$ cat src/rtl/encoder_fec_conv_pkg.sv
// Shared types and constants for the K=7 rate-1/2 convolutional encoder.
// No logic here; latency and backpressure live in the modules.
package encoder_fec_pck;

  localparam int CONV_K = 7;
  localparam int CONV_TAIL = CONV_K - 1;
  localparam logic [CONV_K-1:0] CONV_G0 = 7'b1111001;
  localparam logic [CONV_K-1:0] CONV_G1 = 7'b1011011;

  typedef enum logic [2:0] {
    IDLE  = 3'd0,
    FETCH = 3'd1,
    LOAD  = 3'd2,
    SHIFT = 3'd3,
    TAIL  = 3'd4,
    DONE  = 3'd5
  } conv_state_e;

  typedef logic [1:0] sym_t;

endpackage

$ cat src/rtl/encoder_fec_conv_core.sv
// Generator core: {c0,c1} is combinational from {b, s}; s shifts one bit per
// advance strobe, so the caller controls backpressure by withholding i_adv.
module conv_core_k7
  import encoder_fec_pck::*;
#(
  parameter int K = CONV_K,
  parameter logic [K-1:0] G0 = CONV_G0,
  parameter logic [K-1:0] G1 = CONV_G1
) (
  input  logic i_clk,
  input  logic i_rst,
  input  logic i_clr,
  input  logic i_adv,
  input  logic i_b,
  output sym_t o_sym
);

  logic [K-2:0] r_s;
  logic [K-1:0] w_win;

  // r_s[K-2] is the most recent past bit, so the window lines up with the MSB tap.
  assign w_win = {i_b, r_s};
  assign o_sym = {^(w_win & G0), ^(w_win & G1)};

  always_ff @(posedge i_clk) begin
    if (i_rst) begin
      r_s <= '0;
    end else if (i_clr) begin
      r_s <= '0;
    end else if (i_adv) begin
      r_s <= {i_b, r_s[K-2:1]};
    end
  end

endmodule

$ cat src/rtl/encoder_fec_conv.sv
// Frame-level FEC encoder: fetches bytes (2-cycle fetch), emits one symbol per cycle plus K-1 tail symbols.
// Symbols hold under !sym_ready; en=0 lets a presented symbol finish but starts nothing new.
module encoder_fec_conv
  import encoder_fec_pck::*;
#(
  parameter int DATA_W = 8,
  parameter int K = CONV_K,
  parameter logic [K-1:0] G0 = CONV_G0,
  parameter logic [K-1:0] G1 = CONV_G1,
  parameter int FRAME_BYTES = 16
) (
  input  logic              clk,
  input  logic              rst,
  input  logic              en,
  input  logic              req,
  output logic              ack,
  input  logic              buff_empty,
  output logic              rd_en_buff,
  input  logic [DATA_W-1:0] rd_data,
  output logic              sym_valid,
  output logic [1:0]        sym_data,
  input  logic              sym_ready,
  output logic              busy
);

  localparam int LP_BW = $clog2(DATA_W);
  localparam int LP_TW = $clog2(K);
  localparam logic [LP_BW-1:0] LP_LAST_BIT = LP_BW'(DATA_W - 1);
  localparam logic [LP_TW-1:0] LP_LAST_TAIL = LP_TW'(K - 2);
  localparam logic [15:0] LP_LAST_BYTE = 16'(FRAME_BYTES - 1);

  conv_state_e r_state;
  conv_state_e w_nxt;

  logic [DATA_W-1:0] r_byte_reg;
  logic [LP_BW-1:0]  r_bit_cnt;
  logic [15:0]       r_byte_cnt;
  logic [LP_TW-1:0]  r_tail_cnt;
  logic              r_busy;
  logic              r_armed;
  logic              r_hold;

  logic w_rd;
  logic w_valid;
  logic w_accept;
  logic w_start;
  logic w_ack;
  logic w_b;
  logic w_last_bit;
  logic w_last_byte;
  logic w_last_tail;
  sym_t w_sym;

  assign w_last_bit  = (r_bit_cnt == LP_LAST_BIT);
  assign w_last_byte = (r_byte_cnt == LP_LAST_BYTE);
  assign w_last_tail = (r_tail_cnt == LP_LAST_TAIL);
  assign w_b         = (r_state == SHIFT) ? r_byte_reg[DATA_W-1] : 1'b0;

  always_ff @(posedge clk) begin
    if (rst) begin
      r_state <= IDLE;
    end else begin
      r_state <= w_nxt;
    end
  end

  // r_hold keeps a presented-but-unaccepted symbol valid even if en drops.
  always_comb begin
    w_nxt    = r_state;
    w_rd     = 1'b0;
    w_valid  = 1'b0;
    w_accept = 1'b0;
    w_start  = 1'b0;
    w_ack    = 1'b0;
    case (r_state)
      IDLE: begin
        if (en && req && r_armed) begin
          w_start = 1'b1;
          w_nxt   = FETCH;
        end
      end
      FETCH: begin
        if (en && !buff_empty) begin
          w_rd  = 1'b1;
          w_nxt = LOAD;
        end
      end
      LOAD: begin
        w_nxt = SHIFT;
      end
      SHIFT: begin
        w_valid = en | r_hold;
        if (w_valid && sym_ready) begin
          w_accept = 1'b1;
          if (w_last_bit) begin
            w_nxt = w_last_byte ? TAIL : FETCH;
          end
        end
      end
      TAIL: begin
        w_valid = en | r_hold;
        if (w_valid && sym_ready) begin
          w_accept = 1'b1;
          if (w_last_tail) begin
            w_nxt = DONE;
          end
        end
      end
      DONE: begin
        w_ack = 1'b1;
        w_nxt = IDLE;
      end
      default: begin
        w_nxt = IDLE;
      end
    endcase
  end

  always_ff @(posedge clk) begin
    if (rst) begin
      r_byte_reg <= '0;
      r_bit_cnt  <= '0;
      r_byte_cnt <= '0;
      r_tail_cnt <= '0;
      r_busy     <= 1'b0;
      r_armed    <= 1'b1;
      r_hold     <= 1'b0;
    end else begin
      r_hold <= w_valid & ~sym_ready;
      if (w_start) begin
        r_byte_cnt <= '0;
        r_busy     <= 1'b1;
      end
      if (r_state == LOAD) begin
        r_byte_reg <= rd_data;
        r_bit_cnt  <= '0;
      end
      // The byte register shifts left so the next input bit is always its MSB.
      if (w_accept && (r_state == SHIFT)) begin
        r_byte_reg <= {r_byte_reg[DATA_W-2:0], 1'b0};
        r_bit_cnt  <= r_bit_cnt + LP_BW'(1);
        if (w_last_bit) begin
          r_byte_cnt <= r_byte_cnt + 16'd1;
          r_tail_cnt <= '0;
        end
      end
      if (w_accept && (r_state == TAIL)) begin
        r_tail_cnt <= r_tail_cnt + LP_TW'(1);
      end
      if (w_ack) begin
        r_busy  <= 1'b0;
        r_armed <= 1'b0;
      end else if (!req) begin
        r_armed <= 1'b1;
      end
    end
  end

  conv_core_k7 #(
    .K  (K),
    .G0 (G0),
    .G1 (G1)
  ) u_core (
    .i_clk (clk),
    .i_rst (rst),
    .i_clr (w_start),
    .i_adv (w_accept),
    .i_b   (w_b),
    .o_sym (w_sym)
  );

  assign ack        = w_ack;
  assign rd_en_buff = w_rd;
  assign sym_valid  = w_valid;
  assign sym_data   = w_valid ? w_sym : 2'b00;
  assign busy       = r_busy;

endmodule

$ cat config.mk
export PLATFORM = sky130hd
export DESIGN_NAME = encoder_fec_conv
export DESIGN_NICKNAME = d
export VERILOG_FILES = /design/src/rtl/encoder_fec_conv_pkg.sv /design/src/rtl/encoder_fec_conv_core.sv /design/src/rtl/encoder_fec_conv.sv
export SDC_FILE = /design/constraint.sdc
export NUM_CORES = 1
export LEC_CHECK = 0
export CORE_MARGIN = 2
export CORE_UTILIZATION = 45
export CTS_BUF_LIST = sky130_fd_sc_hd__clkbuf_2 sky130_fd_sc_hd__clkbuf_4 sky130_fd_sc_hd__clkbuf_8
export CTS_CLUSTER_SIZE = 40
export DETAILED_ROUTE_END_ITERATION = 12
export PLACE_DENSITY = 0.72
export SYNTH_ARGS = -nofsm -noshare
export SYNTH_HDL_FRONTEND = slang
export SYNTH_SLANG_ARGS = --single-unit
export TNS_END_PERCENT = 10
$ cat constraint.sdc
create_clock -name clk -period 1.85 [get_ports clk]
set_clock_uncertainty 0.2 [all_clocks]
set_input_delay 0.185 -clock clk [delete_from_list [all_inputs] [get_ports clk]]
set_output_delay 0.185 -clock clk [all_outputs]
set_load 0.05 [all_outputs]
# Word level (Yosys, flattened, before mapping)
# Cells that the tools add are included.
totals:
  inputBits: 14
  reg_bits: 42
  out_inout_bits: 6
op_classes:
  addsub: 3
  eq_ne: 15
  muxes: 30
  n_reduce_logical: 19
  n_bitwise: 3
op_table:
  columns: ["operator", "count"]
  rows:
  - ["2-to-1 mux 16 bit", 3]
  - ["2-to-1 mux 3 bit", 12]
  - ["adder 16 x 1 -> 16 bit, second input constant", 1]
  - ["equality test 16 x 4 -> 1 bit, second input constant", 1]
  - ["2-to-1 mux 8 bit", 2]
  - ["one-hot mux 3 bit (5 select lines)", 1]
  - ["XOR reduction 7 bit", 2]
  - ["equality test 3 bit, second input constant", 4]
  - ["2-to-1 mux 1 bit", 11]
  - ["inequality test 2 bit, second input constant", 5]
  - ["OR reduction 2 bit", 4]
  - ["adder 3 x 1 -> 3 bit, second input constant", 2]
  - ["equality test 3 x 2 -> 1 bit, second input constant", 2]
  - ["logical AND 1 bit", 6]
  - ["AND reduction 6 bit", 1]
  - ["nonzero test 2 bit", 3]
  - ["inequality test 2 x 1 -> 1 bit, second input constant", 2]
  - ["equality test 3 x 1 -> 1 bit, second input constant", 1]
  - ["logical NOT 3 bit", 1]
  - ["2-to-1 mux 2 bit", 1]
  - ["AND reduction 2 bit", 1]
  - ["AND 1 bit", 1]
  - ["logical NOT 1 bit", 1]
  - ["inverter 1 bit", 1]
  - ["OR 1 bit", 1]

# Logic depth before layout (Yosys ltp)
# Gate-level depths: netlist of run 1.
depth:
  ltp_word: 7
  ltp_mapped: 6
  depth_no_buf: 6

# Modules after synthesis
# Synthesis of run 1 repeated with hierarchy kept, for this count alone.
hier_totals:
  hier_cells: 236
  hier_area_um2: 2089.5
by_module_without_submodules:
  columns: ["module", "cells_each", "area_per_inst_um2", "seq_area_each_um2", "instances"]
  rows:
  - ["encoder_fec_conv", 211, 1799.2, 720.7, 1]
  - ["conv_core_k7", 25, 290.3, 120.1, 1]

# Least setup slack after synthesis of run 1
# OpenSTA, ideal clock, no wires.
synth_path:
  path_kind: "register -> register"
  startpoint: "register r_state[0]"
  endpoint: "register r_state[1]"
  setup_time_ns: 0.063
  path_slack_ns: -0.907
  stages_incl_launch_ff: 5
  required_time_ns: 1.587
  t_arrival_ns: 2.493
  period_less_slack_ns: 2.757
  cell_sequence: "dfxtp_1 -> buf_2 -> inv_1 -> nor4_1 -> o21ba_2"
synth_via:
  elab_chain_cells: 3
  elab_cells_between_ends: 13
synth_lines:
  columns: ["item", "line_no", "rtl"]
  rows:
  - ["from (decl)", "encoder_fec_conv.sv:32", "conv_state_e r_state;"]
  - ["from (signal assigned)", "encoder_fec_conv.sv:63", "r_state <= w_nxt;"]
  - ["equality test 3 bit, or another cell as far along", "encoder_fec_conv.sv:75", "case (r_state)"]
  - ["inequality test 2 bit (no source line) or inequality test 2 x 1 -> 1 bit (tied branches)", null, null]
  - ["AND reduction 6 bit (no source line)", null, null]
# Parallel ways exist; a longest one is shown, timed or not.
# A chain may end at the register's enable or synchronous reset.

# Final worst setup path of run 1
layout_path:
  startpoint: "register u_core.r_s[0]"
  endpoint: "output sym_data[1]"
layout_via:
  elab_chain_cells: 2
layout_lines:
  columns: ["item", "line_no", "rtl"]
  rows:
  - ["from (decl)", "encoder_fec_conv_core.sv:18", "logic [K-2:0] r_s;"]
  - ["from (signal assigned)", "encoder_fec_conv_core.sv:31", "r_s <= {i_b, r_s[K-2:1]};"]
  - ["XOR reduction 7 bit", "encoder_fec_conv_core.sv:23", "assign o_sym = {^(w_win & G0), ^(w_win & G1)};"]
  - ["2-to-1 mux 2 bit", "encoder_fec_conv.sv:175", "assign sym_data = w_valid ? w_sym : 2'b00;"]
  - ["to (decl)", "encoder_fec_conv.sv:21", "output logic [1:0] sym_data,"]
# Every way passes these cells.

==> results of run 1 <==
==> stage by stage <==
| stage | util (%) | power (mW) | std cells | instance area (um2) |
|---|---|---|---|---|
| CTS | 62.5 | 1.71 | 338 | 2760 |
| floorplan | - | 1.01 | 237 | 2100 |
| finish | 64.0 | 1.71 | 338 | 2820 |
| global placement | 58.7 | 1.09 | 328 | 2590 |
| global route | 64.0 | 1.77 | 338 | 2820 |
| detailed placement | 58.7 | 1.09 | 328 | 2590 |
==> timing repair <==
item	CTS	global route
pin swaps	6	5
endpoints found under the setup margin	17	27
hold endpoints to repair	0	0
buffers inserted	2	0
hold buffers	0	0
gates resized for setup	14	19
==> routing by layer <==
layer  wire, um  up-vias  track usage (%)
li1           -      986                -
met1       2360      911             27.6
met2       2430       48             33.2
met3        188        9             3.89
met4         90        0             10.3
met5          0        -                0
==> power groups by stage <==
stage	combinational, mW	clock [mW]	sequential, mW
floorplan	0.0673	0	0.942
global placement	0.151	0	0.937
detailed placement	0.153	0	0.937
CTS	0.155	0.641	0.915
global route	0.173	0.678	0.917
finish	0.159	0.633	0.915
==> synth_stat cells (2+ instances only) <==
master    instances  area share (%)
xnor2_1           2            0.84
buf_2             5             1.2
or3b_1            3             1.3
o21a_1            2            0.72
nand2_1          18             3.3
o31ai_1           3             1.1
a21oi_1          23             5.5
nor3_1           10             2.4
nor2_1           19             3.4
ha_1              5             3.0
nand3_1           9             2.2
nand2b_1          2            0.60
inv_1             4            0.72
o211ai_1          6             2.2
nor4_1            7             2.1
xor2_1            3             1.3
clkbuf_1          4            0.72
o21ai_0           6             1.4
o41ai_1           2            0.84
or4_1             2            0.72
nand4_1           7             2.1
or3_1             3            0.90
a211oi_1          2            0.72
and3_1            3            0.90
buf_4             3             1.1
and2_1            4             1.2
mux2i_1           6             2.9
o21ai_1           2            0.48
dfxtp_1          42              40
and4_1            2            0.84
a22oi_1           9             3.3
a31oi_1           2            0.60
==> final cells by class <==
cell class                 count  area, um2  share of cell area (%)
clock buffer                   7       90.1                    3.19
clock inverter                 1       5.00                   0.177
inverter                       4       15.0                   0.532
multi-input combinational    179       1290                    45.5
sequential                    42        847                    30.0
tap                           52       65.1                    2.30
timing repair buffer          53        515                    18.3
==> worst max-delay path, delay by kind of cell, from the launching register on <==
kind | cells | cell delay [ns]
simple gates | 2 | 0.38
buf+inv | 1 | 0.16
xor+xnor | 2 | 0.59
flops | 1 | 0.33
==> worst paths after layout <==
path                                    from                         end  slack [ns]
setup / recovery  u_core.r_s[0]$_SDFFE_PP0N_                 sym_data[1]       -0.30
hold / removal    r_byte_reg[4]$_SDFFE_PP0P_  r_byte_reg[4]$_SDFFE_PP0P_        0.26
setup reg to reg     r_state[2]$_SDFFE_PP0P_   r_byte_cnt[14]$_SDFF_PP0_       -0.02
hold reg to reg   r_byte_reg[4]$_SDFFE_PP0P_  r_byte_reg[4]$_SDFFE_PP0P_        0.26
==> cell families after synthesis <==
group | synth area share [%]
adder cells (fa/ha/maj) | 3.01
flip-flops | 40.5
XOR/XNOR | 3.19
AO/OA/AOI/OAI | 20.1
multiplexers | 2.89
AND/OR/NAND/NOR | 26.6
buffers and inverters | 3.73
==> flow_summary.yaml, run 1 <==
yosys:
  synth_async_sr_flop_share_pct: 0
  syn-cell-area_mm2: 0.00208
  ys.flop_type: "dfxtp_1"
  syn-instance-count: 237
  syn-num-nets: 256
  ys_types: 49
  ys_seq_area_share_pct: 40.5
  syn_area_per_cell_um2: 8.76
  ys_seq_elements: 42
  yosys_warnings: 0
  synth-edff-count: 0
global_route:
  grtUsageTotal_pct: 21.0
  grt_overflow: 0
  grt_pass1_vias: 1840
  grt_pass1_wl_um: 8380
  grt_max_degree: 31
  antenna_found_initial: 0
final_layout:
  num-fill-cells: 369
  largest_reg_flops: 16
  syn_to_final_growth_pct: 36.0
  drive_gt1_share_pct: 28.0
  final_common_cell: "dfxtp_1"
  final_cell_mix: "dfxtp_1 (37), buf_4 (32), a21oi_1 (23)"
  nNetsFinal: 304
  antenna_cells: 0
clocking:
  ctsHtreeMaxLevel: 2
  cts-root-buf: "clkbuf_8"
  cts_tree: "built"
  cts_made_buffers: 5
  worst_skew_pair.late_latency_ns: 0.30
  cts.sinks: 42
  clkSlewWorstSetupHoldPaths_ns: 0.08
  cts_buffer_depth: 2
pwr:
  power_density_mw_per_mm2: 605
  power.switching_uw: 407
  p_sw_share_pct: 23.8
  p_leak_nw: 1.01
  power_frac_clock_pct: 37.1
  vdd_drop_max_v: 0.000447
  seqPwrFrac_pct: 53.6
  internal_power_mw: 1.30
  comb_power_share_pct: 9.3
routing:
  wl_per_cell_um: 15.0
  avgViaCountPerCell: 5.78
  drt-pass1-iter-count: 4
  drc: 0
  wl_um: 5070
  antenna_left: 0
  drt_iter0_drc: 97
  vias: 1954
worst_hold_path:
  min_path_type: "register to register"
  holdPathStages: 2
setup_path:
  arrival_ns: 1.76
  reg2reg_depth: 6
  cp.required_ns: 1.46
  cp_slowest_stage_delay_ns: 0.41
  critPathLaunchType: "register"
  path_cells: "xnor3_1 > xor2_2 > and2_4 > nor3_4 > buf_12"
  cp_slowest_cell: "xnor3_1"
  crit_type: "register to primary output"
  cp-end-kind: "primary output"
  crit_fanout: 4
timing:
  tightest_slew_ns: 0.458
  worst_slack_ns: -0.296
  setup_viol: 4
  whs_ns: 0.258
  final-hold-violation-count: 0
  min_period_ns: 2.15
  finalCritPeriodShare_pct: 116
  rsz0062_at_grt: "true"
  clock.fmax_ghz: 0.466
  maxSlewViolCount: 0
  setup-tns-final_ns: -0.678
  slew_headroom_pct: 69.3
outcome:
  outcome: "finished with violations"
  violations: "setup timing"
run:
  drv_cap: 0
placed_design:
  place_ws_ns: -0.245
  gp_congestion: 0.871
  dpl.hpwl_um: 3480
  port_buffers: 19
die:
  rows: 24
  die_w_um: 71.9
  io-pin-count: 20
  dieArea_mm2: 0.00517
  die_h_um: 71.9
  coreArea_mm2: 0.00441
  start_util_pct: 47.1
Note: power is estimated with default switching activity, not from simulation.
==> inputs of run 2 (changes only) <==
PLACE_DENSITY = 0.75   (was 0.72)
SYNTH_HIERARCHICAL = 1   (was not set)
clock period = 2.2 ns   (was 1.85 ns; I/O delays follow)
==> run 2 against run 1 <==
  * The flow now finishes without violations
  * Combinational power is 10% lower
  * Sequential share of layout area up 3.0 points
  * Power fell by 10%
  * Via count decreased by 7.6%
  * Synthesized area increased by 0.60%
  * Critical endpoint is now sym_data[0]
  * Largest cell class unchanged
  * Largest power group unchanged
  * Highest routed layer unchanged
==> flow_summary.yaml, run 2 <==
outcome:
  outcome: "finished clean"
placed_design:
  dp.cells: 308
  dpl.hpwl_um: 3100
  port_buffers: 19
  placed_area_mm2: 0.00241
  gp_congestion: 0.777
pwr:
  comb_power_share_pct: 9.3
  power_frac_clock_pct: 40.2
  internal_power_mw: 1.18
  p_sw_share_pct: 23.0
  vdd_drop_max_v: 0.000404
  power.switching_uw: 353
  finalPower_mw: 1.54
  seqPwrFrac_pct: 50.5
  power_density_mw_per_mm2: 601
  p_leak_nw: 0.948
clocking:
  clkSlewWorstSetupHoldPaths_ns: 0.08
  cts.sinks: 42
  cts-root-buf: "clkbuf_8"
  ctsHtreeMaxLevel: 2
  cts_hold_buf: 0
  worst_skew_pair.late_latency_ns: 0.30
  cts_buffer_depth: 2
  cts_tree: "built"
  cts_made_buffers: 5
yosys:
  ys_types: 47
  yosys.area.top_type: "dfxtp_1"
  synth-edff-count: 0
  syn_area_per_cell_um2: 8.85
  syn-instance-count: 236
  synth_most_common_cell: "dfxtp_1"
  yosys_warnings: 6
  ys_seq_elements: 42
  synth_async_sr_flop_share_pct: 0
  synth_commonest_cells: "dfxtp_1 (42), a21oi_1 (22), nand2_1 (21)"
  syn-cell-area_mm2: 0.00209
  synth_area_leaders: "dfxtp_1 (40%), a21oi_1 (5.3%), mux2i_1 (3.8%)"
  ys_seq_area_share_pct: 40.2
  syn-num-nets: 255
  ys.flop_type: "dfxtp_1"
  synth_top_area_share_pct: 40.2
setup_path:
  cp_slowest_cell: "dfxtp_1"
  crit_start: "r_state[1]$_SDFFE_PP0P_"
  critPathLaunchType: "register"
  cp.required_ns: 1.78
  worst_path_dominant_cell_family: "simple AND/OR/NAND/NOR gates"
  path_cells: "and3b_2 > and2_4 > xnor2_2 > xor3_1 > and2_4 > buf_12"
  reg2reg_from: "r_bit_cnt[0]$_SDFFE_PP0P_"
  cpMostUsedCell: "and2_4"
  cp_slowest_stage_delay_ns: 0.32
  crit_type: "register to primary output"
  cp-end-kind: "primary output"
  arrival_ns: 1.72
  crit_fanout: 2
  crit_buf_inv: 1
final_layout:
  num-fill-cells: 393
  antenna_cells: 0
  fin_cells: 317
  largest_reg_flops: 16
  nNetsFinal: 283
  syn_to_final_growth_pct: 22.3
  final_common_cell: "dfxtp_1"
  seq_area_um2: 842
  design_area_mm2: 0.00255
  drive_gt1_share_pct: 18.9
  multiInputGateArea_mm2: 0.00119
  final_cell_mix: "dfxtp_1 (41), a21oi_1 (22), nand2_1 (21)"
routing:
  wl_per_cell_um: 13.7
  vias: 1806
  wl_um: 4340
  drt-pass1-iter-count: 4
  avgViaCountPerCell: 5.70
  drt_iter0_drc: 125
  drc: 0
  antenna_left: 0
global_route:
  grt_pass1_wl_um: 7340
  antenna_found_initial: 0
  grt_pass1_vias: 1650
  grt_overflow: 0
  grtUsageTotal_pct: 18.0
  grt_max_degree: 19
timing:
  whs_ns: 0.258
  min_period_ns: 2.14
  clock.fmax_ghz: 0.467
  final-hold-violation-count: 0
  setup_viol: 0
  rsz0062_at_grt: "true"
  finalCritPeriodShare_pct: 97.4
  slew_headroom_pct: 59.3
  maxSlewViolCount: 0
  setup-tns-final_ns: 0
  tightest_slew_ns: 0.608
die:
  die_h_um: 72.1
  start_util_pct: 47.3
  coreArea_mm2: 0.00441
  io-pin-count: 20
  rows: 24
  die_w_um: 72.1
  dieArea_mm2: 0.00520
worst_hold_path:
  min_path_type: "register to register"
  min_from: "r_byte_reg[4]$_SDFFE_PP0P_"
run:
  drv_cap: 0
==> run 2: worst paths after layout <==
check / endpoint / slack (ns) / cells past startpoint
hold / removal: r_byte_reg[4]$_SDFFE_PP0P_ / 0.26 / 2
setup reg to reg: r_state[2]$_SDFFE_PP0P_ / 0.20 / 6
hold reg to reg: r_byte_reg[4]$_SDFFE_PP0P_ / 0.26 / 2
setup / recovery: sym_data[0] / 0.06 / 6
==> run 2: metrics by stage <==
| step | util [%] | setup WS (ns) |
|---|---|---|
| after CTS | 57.4 | 0.0101 |
| after global placement | 54.6 | -0.0102 |
| after global routing | 57.9 | -0.00694 |
| after detailed placement | 54.6 | -0.00881 |
| after floorplan | - | -0.128 |
| final | 57.9 | 0.0573 |
==> run 2: cells by family after synthesis <==
group                    count (synthesis)  share of synthesized area (%)
flip-flops                              42                           40.2
buffers and inverters                   16                           4.37
multiplexers                             8                           3.83
AND/OR/NAND/NOR                        105                           28.0
AO/OA/AOI/OAI                           50                           14.6
XOR/XNOR                                10                           5.99
adder cells (fa/ha/maj)                  5                           2.99
==> run 2: layer usage <==
metal / GRT usage, % / vias up / wire [um]
met5: 0 / - / 0
met4: 7.34 / 0 / 67
met3: 4.86 / 7 / 200
met2: 29.2 / 36 / 2110
met1: 22.5 / 848 / 1960
li1: - / 915 / -
==> run 2: final cells by class <==
class | count | share of cell area (%)
Clock buffer | 6 | 2.99
Clock inverter | 2 | 1.47
Inverter | 4 | 0.588
Tap cell | 52 | 2.55
Multi-Input combinational cell | 178 | 46.4
Sequential cell | 42 | 33.0
Timing Repair Buffer | 33 | 13.0
==> run 2: power groups by stage <==
stage	Combinational (mW)	Sequential (mW)	Clock, mW
6_report	0.143	0.775	0.618
5_1_grt	0.156	0.777	0.665
4_1_cts	0.141	0.775	0.634
3_5_place_dp	0.141	0.793	0
3_3_place_gp	0.139	0.793	0
2_1_floorplan	0.0807	0.798	0
==> run 2: repair_timing <==
action	in CTS	in global routing
buffers inserted	0	1
endpoints found under the setup margin	2	2
gates resized for setup	1	6
cloned	0	0
pin swaps	0	3
==> run 2: worst min-delay path: cells and delay by family, from the launching register on <==
family           cells  cell delay [ns]
flip-flops           1             0.31
AND/OR/NAND/NOR      1             0.05
AO/OA/AOI/OAI        1             0.05
==> inputs of run 3 (changes only) <==
SLEW_MARGIN = 10   (was not set)
==> results of run 3 <==
Final layout, timing and power as in run 2 (identical DEF).
